`src/rtl/bus_arbiter.sv`:
```
// Two-master, one-slave round-robin arbiter for the single-beat stb/ack bus.
// The granted master passes straight through; a watchdog ends stalled transfers with an error ack.
module bus_arbiter #(
    parameter int unsigned TIMEOUT  = 255,
    parameter logic [31:0] ERR_DATA = 32'hDEADBEEF
) (
    input  logic        clk,
    input  logic        rst_ni,
    input  logic        m0_stb_i,
    input  logic        m1_stb_i,
    input  logic        m0_we_i,
    input  logic        m1_we_i,
    input  logic [31:0] m0_adr_i,
    input  logic [31:0] m1_adr_i,
    input  logic [31:0] m0_dat_i,
    input  logic [31:0] m1_dat_i,
    input  logic [3:0]  m0_sel_i,
    input  logic [3:0]  m1_sel_i,
    output logic        m0_ack_o,
    output logic        m1_ack_o,
    output logic        m0_err_o,
    output logic        m1_err_o,
    output logic [31:0] m0_dat_o,
    output logic [31:0] m1_dat_o,
    output logic        s_stb_o,
    output logic        s_we_o,
    output logic [31:0] s_adr_o,
    output logic [31:0] s_dat_o,
    output logic [3:0]  s_sel_o,
    input  logic        s_ack_i,
    input  logic [31:0] s_dat_i,
    output logic [1:0]  gnt_o
);

    localparam int CW = $clog2(TIMEOUT + 1);
    localparam logic [CW-1:0] CNT_LAST = CW'(TIMEOUT - 1);

    typedef enum logic [1:0] {
        IDLE   = 2'd0,
        GRANT0 = 2'd1,
        GRANT1 = 2'd2
    } state_e;

    state_e        state_q, state_d;
    logic          last_q, last_d;
    logic [CW-1:0] cnt_q, cnt_d;

    // Selected master's request, muxed by the current owner.
    logic          owner;
    logic          own_stb;
    logic          own_we;
    logic [31:0]   own_adr;
    logic [31:0]   own_dat;
    logic [3:0]    own_sel;
    logic          timeout;
    logic          own_ack;
    logic [31:0]   own_rdat;

    // NOTE: state registers use non-blocking assignments; the async reset also restores
    // the pointer so m0 wins the first tie after any reset.
    always_ff @(posedge clk or negedge rst_ni) begin
        if (!rst_ni) begin
            state_q <= IDLE;
            last_q  <= 1'b1;
            cnt_q   <= '0;
        end else begin
            state_q <= state_d;
            last_q  <= last_d;
            cnt_q   <= cnt_d;
        end
    end

    // NOTE: every output and next-state value gets a default first so no latch is inferred.
    always_comb begin
        state_d  = state_q;
        last_d   = last_q;
        cnt_d    = cnt_q;
        gnt_o    = 2'b00;
        s_stb_o  = 1'b0;
        s_we_o   = 1'b0;
        s_adr_o  = '0;
        s_dat_o  = '0;
        s_sel_o  = '0;
        m0_ack_o = 1'b0;
        m1_ack_o = 1'b0;
        m0_err_o = 1'b0;
        m1_err_o = 1'b0;
        m0_dat_o = '0;
        m1_dat_o = '0;

        owner    = (state_q == GRANT1);
        own_stb  = owner ? m1_stb_i : m0_stb_i;
        own_we   = owner ? m1_we_i  : m0_we_i;
        own_adr  = owner ? m1_adr_i : m0_adr_i;
        own_dat  = owner ? m1_dat_i : m0_dat_i;
        own_sel  = owner ? m1_sel_i : m0_sel_i;
        timeout  = own_stb && !s_ack_i && (cnt_q == CNT_LAST);
        own_ack  = (s_ack_i && own_stb) || timeout;
        own_rdat = timeout ? ERR_DATA : s_dat_i;

        case (state_q)
            IDLE: begin
                cnt_d = '0;
                if (m0_stb_i && m1_stb_i) begin
                    state_d = last_q ? GRANT0 : GRANT1;
                    last_d  = ~last_q;
                end else if (m0_stb_i) begin
                    state_d = GRANT0;
                    last_d  = 1'b0;
                end else if (m1_stb_i) begin
                    state_d = GRANT1;
                    last_d  = 1'b1;
                end
            end
            GRANT0, GRANT1: begin
                gnt_o   = owner ? 2'b10 : 2'b01;
                s_stb_o = own_stb && !timeout;
                s_we_o  = own_we;
                s_adr_o = own_adr;
                s_dat_o = own_dat;
                s_sel_o = own_sel;
                if (owner) begin
                    m1_ack_o = own_ack;
                    m1_err_o = timeout;
                    m1_dat_o = own_rdat;
                end else begin
                    m0_ack_o = own_ack;
                    m0_err_o = timeout;
                    m0_dat_o = own_rdat;
                end
                if (!s_ack_i && (cnt_q != '1)) begin
                    cnt_d = cnt_q + 1'b1;
                end
                // Ack, abort or watchdog expiry all force a bubble cycle in IDLE.
                if (!own_stb || s_ack_i || timeout) begin
                    state_d = IDLE;
                end
            end
            default: begin
                state_d = IDLE;
            end
        endcase
    end

endmodule

```
`config.mk`:
```
export PLATFORM = sky130hd
export DESIGN_NAME = bus_arbiter
export DESIGN_NICKNAME = d
export VERILOG_FILES = /design/src/rtl/bus_arbiter.sv
export SDC_FILE = /design/constraint.sdc
export NUM_CORES = 1
export LEC_CHECK = 0
export CAP_MARGIN = 20
export CORE_AREA = 2 2 122 124
export CTS_CLUSTER_SIZE = 10
export DETAILED_ROUTE_END_ITERATION = 7
export DIE_AREA = 0 0 124 126
export DONT_BUFFER_PORTS = 1
export PLACE_DENSITY_LB_ADDON = 0.15
export REMOVE_ABC_BUFFERS = 1
export SLEW_MARGIN = 10
export SYNTH_ARGS = -nofsm -noshare
export SYNTH_HDL_FRONTEND = slang
export SYNTH_SLANG_ARGS = --single-unit
```
`constraint.sdc`:
```
create_clock -name clk -period 5.69 [get_ports clk]
set_input_delay 1.4225 -clock clk [delete_from_list [all_inputs] [get_ports clk]]
set_output_delay 1.4225 -clock clk [all_outputs]
set_load 0.1 [all_outputs]
```
Word level (Yosys, flattened, before mapping)
Index checks and enable logic that the tools add are counted.
- flip-flop bits (word level): 11
- input bits: 175
- word-level logic and storage cells: 67
- add/subtract/negate cells: 1
- equality and inequality tests: 7
- mux-type cells: 36
- bitwise gates (word level): 1
- reduce and logical (&&, ||, !) cells: 19
- operator list (cell ; number):
    32-bit 2-to-1 mux ; 9
    8-bit case mux with 2 select lines ; 1
    1-bit 2-to-1 mux ; 15
    2-bit 2-to-1 mux ; 7
    8-bit by 1-bit adder with 8-bit output, second input constant ; 1
    8-bit equality test, second input constant ; 1
    4-bit 2-to-1 mux ; 2
    8-bit 2-to-1 mux ; 1
    8-bit inequality test, second input constant ; 1
    1-bit logical AND ; 6
    2-bit AND reduction ; 3
    2-bit inequality test, second input constant ; 2
    4-bit inequality test, second input constant ; 1
    2-bit case mux with 2 select lines ; 1
    1-bit zero test ; 3
    1-bit logical OR ; 3
    3-bit nonzero test ; 1
    2-bit by 1-bit equality test with 1-bit output, second input constant ; 1
    2-bit equality test, second input constant ; 1
    2-bit zero test ; 1
    2-bit nonzero test ; 1
    2-bit OR reduction ; 1
    1-bit inverter ; 1

Logic depth before layout (Yosys ltp)
- word-level depth: 7
- mapped depth: 7

Worst setup path before layout
Ideal clock, no wire load.
- kind: register -> output
- start: register state_q[0]
- end: output port m1_ack_o
- arrival time: 4.014 ns
- data required time: 4.268 ns
- setup slack: 0.253 ns
- cell stages (with the launch flop): 6
- buffers on the path: 1
- cell sequence: dfrtp_1 -> inv_1 -> ha_1 -> clkbuf_1 -> nand2_1 -> nor3b_1
- word-level cells in the longest chain between the ends: 7
- elaborated cells between the ends (all ways): 10
- ends and longest elaborated chain (element ; line ; text):
    start: declaration ; 44 ; state_e state_q, state_d;
    start signal: assignment ; 67 ; state_q <= state_d;
    2-bit equality test ; 91, 101 ;
    1-bit 2-to-1 mux ; 92 ; own_stb = owner ? m1_stb_i : m0_stb_i;
    1-bit logical AND (2 in series) ; 97 ; timeout = own_stb && !s_ack_i && (cnt_q == CNT_LAST);
    1-bit logical OR ; 98 ; own_ack = (s_ack_i && own_stb) || timeout;
    1-bit 2-to-1 mux ; 122 ; if (owner) begin
    1-bit 2-to-1 mux * ; 101 ; case (state_q)
    end: declaration ; 20 ; output logic m1_ack_o,
Every way passes the cells marked *; elsewhere a longest branch is shown, timed or not.

Final worst setup path
- start: input port m1_stb_i
- end: output port m0_dat_o[14]
- word-level cells in the longest chain between the ends: 6
- ends and longest elaborated chain (element ; line ; text):
    start: declaration ; 10 ; input logic m1_stb_i,
    1-bit 2-to-1 mux ; 92 ;
    1-bit logical AND (2 in series) ; 97 ;
    32-bit 2-to-1 mux ; 99 ; own_rdat = timeout ? ERR_DATA : s_dat_i;
    32-bit 2-to-1 mux ; 122 ;
    32-bit 2-to-1 mux ; 101 ;
    end: declaration ; 23 ; output logic [31:0] m0_dat_o,
Every way passes these cells.

==> results by stage <==
Route:
- For this run, design rule violations remaining after detail routing come to 0.
- Using the TritonRoute via totals, the vias-per-cell ratio works out to 4.32.
- For this block, the routed nets add up to 10,700 microns of wire.
- Dividing the detail-routed wire length by the instance count gives 17.2 microns.
- The violation count after the first detailed-route iteration is 75.
- The total via count after detailed routing is 2,668.
- The count of TritonRoute iterations in the first routing pass is 3.
- The count of antenna-violating nets left after detailed routing is 0.

Timing:
- The count of final hold-check violations is 0.
- The final setup skew is 1.25 ps.
- The share of the cycle needed by the critical path after routing is 81.0%.
- Measured against its own limit, the worst slew margin works out to 25.6%.
- At the pin with the least slew margin, the transition time is 1110 ps.
- The final setup violation count is 0.
- The routed design could run at a clock period as short as 4610 ps.
- Setup repair after global routing left no endpoint under its margin.
- For the final routed database, the setup TNS stands at 0 ps.
- Based on the critical path, the design can be clocked at up to 217 MHz.
- The max-slew violation count came to 0.

Die:
- The core box area is 14,300 sq um.
- The starting density of the core is 16.2%.
- Measured along the x axis, the die boundary spans 124 microns.
- In this run the core area contains 44 standard-cell rows.
- The area of the die is 15,600 sq um.
- For this design the top-level I/O count stands at 315.
- The die height is 126 microns.

Global routing:
- The busiest layer in global routing is met2.
- The total overflow left after global routing is 0.
- The pin count of the biggest net entering global routing is 75.
- The first global-routing pass estimated 14,500 microns of wire.
- The number of global-route vias before repair was 2,509.
- For met2 alone, demand over resource in global routing was 22.4%.
- Global routing used 12.1% of the available tracks.
- For met1 alone, demand over resource in global routing was 14.3%.
- The met3 track demand over resource in global routing is 2.99%.
- The initial antenna violation count is 2.

Worst setup path:
- The type of origin of the critical path is an input pin.
- Of all nets on the critical path, the largest fanout is 12.
- The required time at the worst-slack endpoint is 4270 ps.
- The launching point of the worst reg2reg path is state_q[1]$_DFFE_PN0P_.
- The classification of the worst setup path is in2out.
- The data arrival time of the worst path is 3190 ps.
- The worst setup path is captured at a primary output.
- The critical path starts at m1_stb_i.
- Setup slack on the worst reg-to-reg path comes out at 3250 ps.

Clock tree:
- Counting every sink on the clock net gives 11.
- The TritonCTS clock tree is built.
- The clock buffer count from CTS is 3.
- The maximum level of the CTS H-tree is 1.
- The total of cells resized after clock tree synthesis is 0.
- Clock latency on the worst-skew pair, taken at its later pin, is 240 ps.
- In this run the post-CTS setup repair buffer count came out at 0.
- The root buffer cell is clkbuf_16.
- The clock passes through at most 2 buffers.
- Clock-pin slew was measured on the worst setup and hold paths at 40 ps.
- The count of hold-fix buffers inserted at cts is 0.

Final layout:
- The total number of nets in the final design is 615.
- The number of diodes added for antenna fixing is 0.
- The area growth from synthesis to layout is 65.3%.
- The post-route netlist has 58.5% of its cells at a drive strength greater than 1.
- The final-layout fill cell count is 1,557.
- Summing all non-filler instances in the final layout gives an area of 3840 sq um.
- The count of cells in the finished layout, fillers not included, comes to 618.

Min path:
- The start point of the worst hold path is cnt_q[7]$_DFFE_PN0P_.
- The worst hold path belongs to the class reg2reg.

Place:
- The post-placement cell area is 3760 sq um.
- The placed wire-length estimate is 8860 microns.
- At the end of routability-driven placement, the weighted congestion stood at 0.879.
- Once placement completed, the tool counted placed cells totaling 614.
- During placement, the flow inserted port buffers numbering 0.

Synthesis:
- The number of register bits inferred by synthesis is 11.
- The Yosys warning count is 0.
- The most common cell in the synthesized netlist is nor2_1.
- In the synthesized netlist, the cells that appear most often are 75 x nor2_1, 72 x nor2b_1, 71 x mux2i_1, 18 x and2_1, 13 x clkbuf_1.
- The gate count of the mapped netlist is 330.
- Sorting the synthesized cells by area gives the leading types as mux2i_1 31%, nor2b_1 19%, nor2_1 12%, dfrtp_1 11%, and2_1 4.8%.
- The top cell type's share of synthesized area is 30.6%.
- In the synthesized netlist the async set-or-reset flop fraction comes to 100%.
- After synthesis, the netlist uses 32 different library cells.
- The top flip-flop cell by instance count after synthesis is dfrtp_1.
- The biggest area contributor in the post-synthesis netlist is mux2i_1.
- After synthesis the cells add up to 2320 sq um.
- The share of the yosys chip area belonging to registers is 11.9%.
- Averaged over all synthesized cells, the footprint is 7.04 sq um.
- The number of enable-type register cells in the synthesized netlist is 0.

Flow run:
- The max-capacitance violation count is 0.

Outcome:
- The flow ran to the end, and the final reports show no timing, DRC or antenna violations.
[registers in the layout (all words and copies together) (netlist names)]
signal / cells
cnt_q: 8
state_q: 2
last_q: 1
[metrics by stage]
stage | utilization [%] | setup WS, ps | hold slack [ps]
after floorplan | - | -3370 | 464
after global placement | 26.3 | 1110 | 491
after CTS | 26.8 | 1040 | 505
after global routing | 26.8 | 963 | 540
after detailed placement | 26.3 | 1060 | 500
final | 26.8 | 1080 | 510
[final timing paths]
| path | end | depth (start not counted) |
|---|---|---|
| min | cnt_q[7]$_DFFE_PN0P_ | 1 |
| min in group asynchronous | cnt_q[4]$_DFFE_PN0P_ | 0 |
| max reg2reg | cnt_q[7]$_DFFE_PN0P_ | 7 |
| max in group asynchronous | last_q$_DFFE_PN1P_ | 0 |
| max | m0_dat_o[14] | 4 |
| min reg2reg | cnt_q[7]$_DFFE_PN0P_ | 1 |
[critical path, cell delays in order]
cell and delay [ps]:
mux2i_1 400, nor4_4 180, nor2_1 350, and2_1 840
[layout make-up]
type | count | area (sq um) | area share [%]
sequential | 11 | 277 | 7.20
timing repair buffer | 124 | 983 | 25.6
inverter | 4 | 15.0 | 0.391
multi-input combinational | 291 | 2260 | 58.7
clock buffer | 4 | 78.8 | 2.05
tap | 184 | 230 | 6.00
[routing by layer]
metal / vias to the layer above / share of wire, %
li1: 1305 / -
met1: 1229 / 39
met2: 115 / 53
met3: 15 / 7.2
met4: 4 / 0.85
met5: - / 0.23
[logic make-up after synthesis]
logic type	share of synthesized area (%)
simple gates	43.3
mux	30.6
buf+inv	5.12
compound gates	5.28
flops	11.9
fa+ha+maj	2.69
xor+xnor	1.13
[layout by cell type, fill, tap and decap left out, types with 5 or more instances in the layout]
cell / Yosys / layout
a21oi_1: 7 / 7
o21ai_0: 5 / 5
buf_4: 1 / 121
clkbuf_16: 0 / 6
nand3_1: 8 / 8
nor2_1: 75 / 28
dfrtp_1: 10 / 10
nand2_1: 6 / 6
and2_1: 18 / 18
nor2b_2: 0 / 71
mux2i_1: 71 / 71
nor2_2: 0 / 47
Power is not shown: default switching activity piles up to over one toggle a cycle in this logic, so the estimate is an artifact.
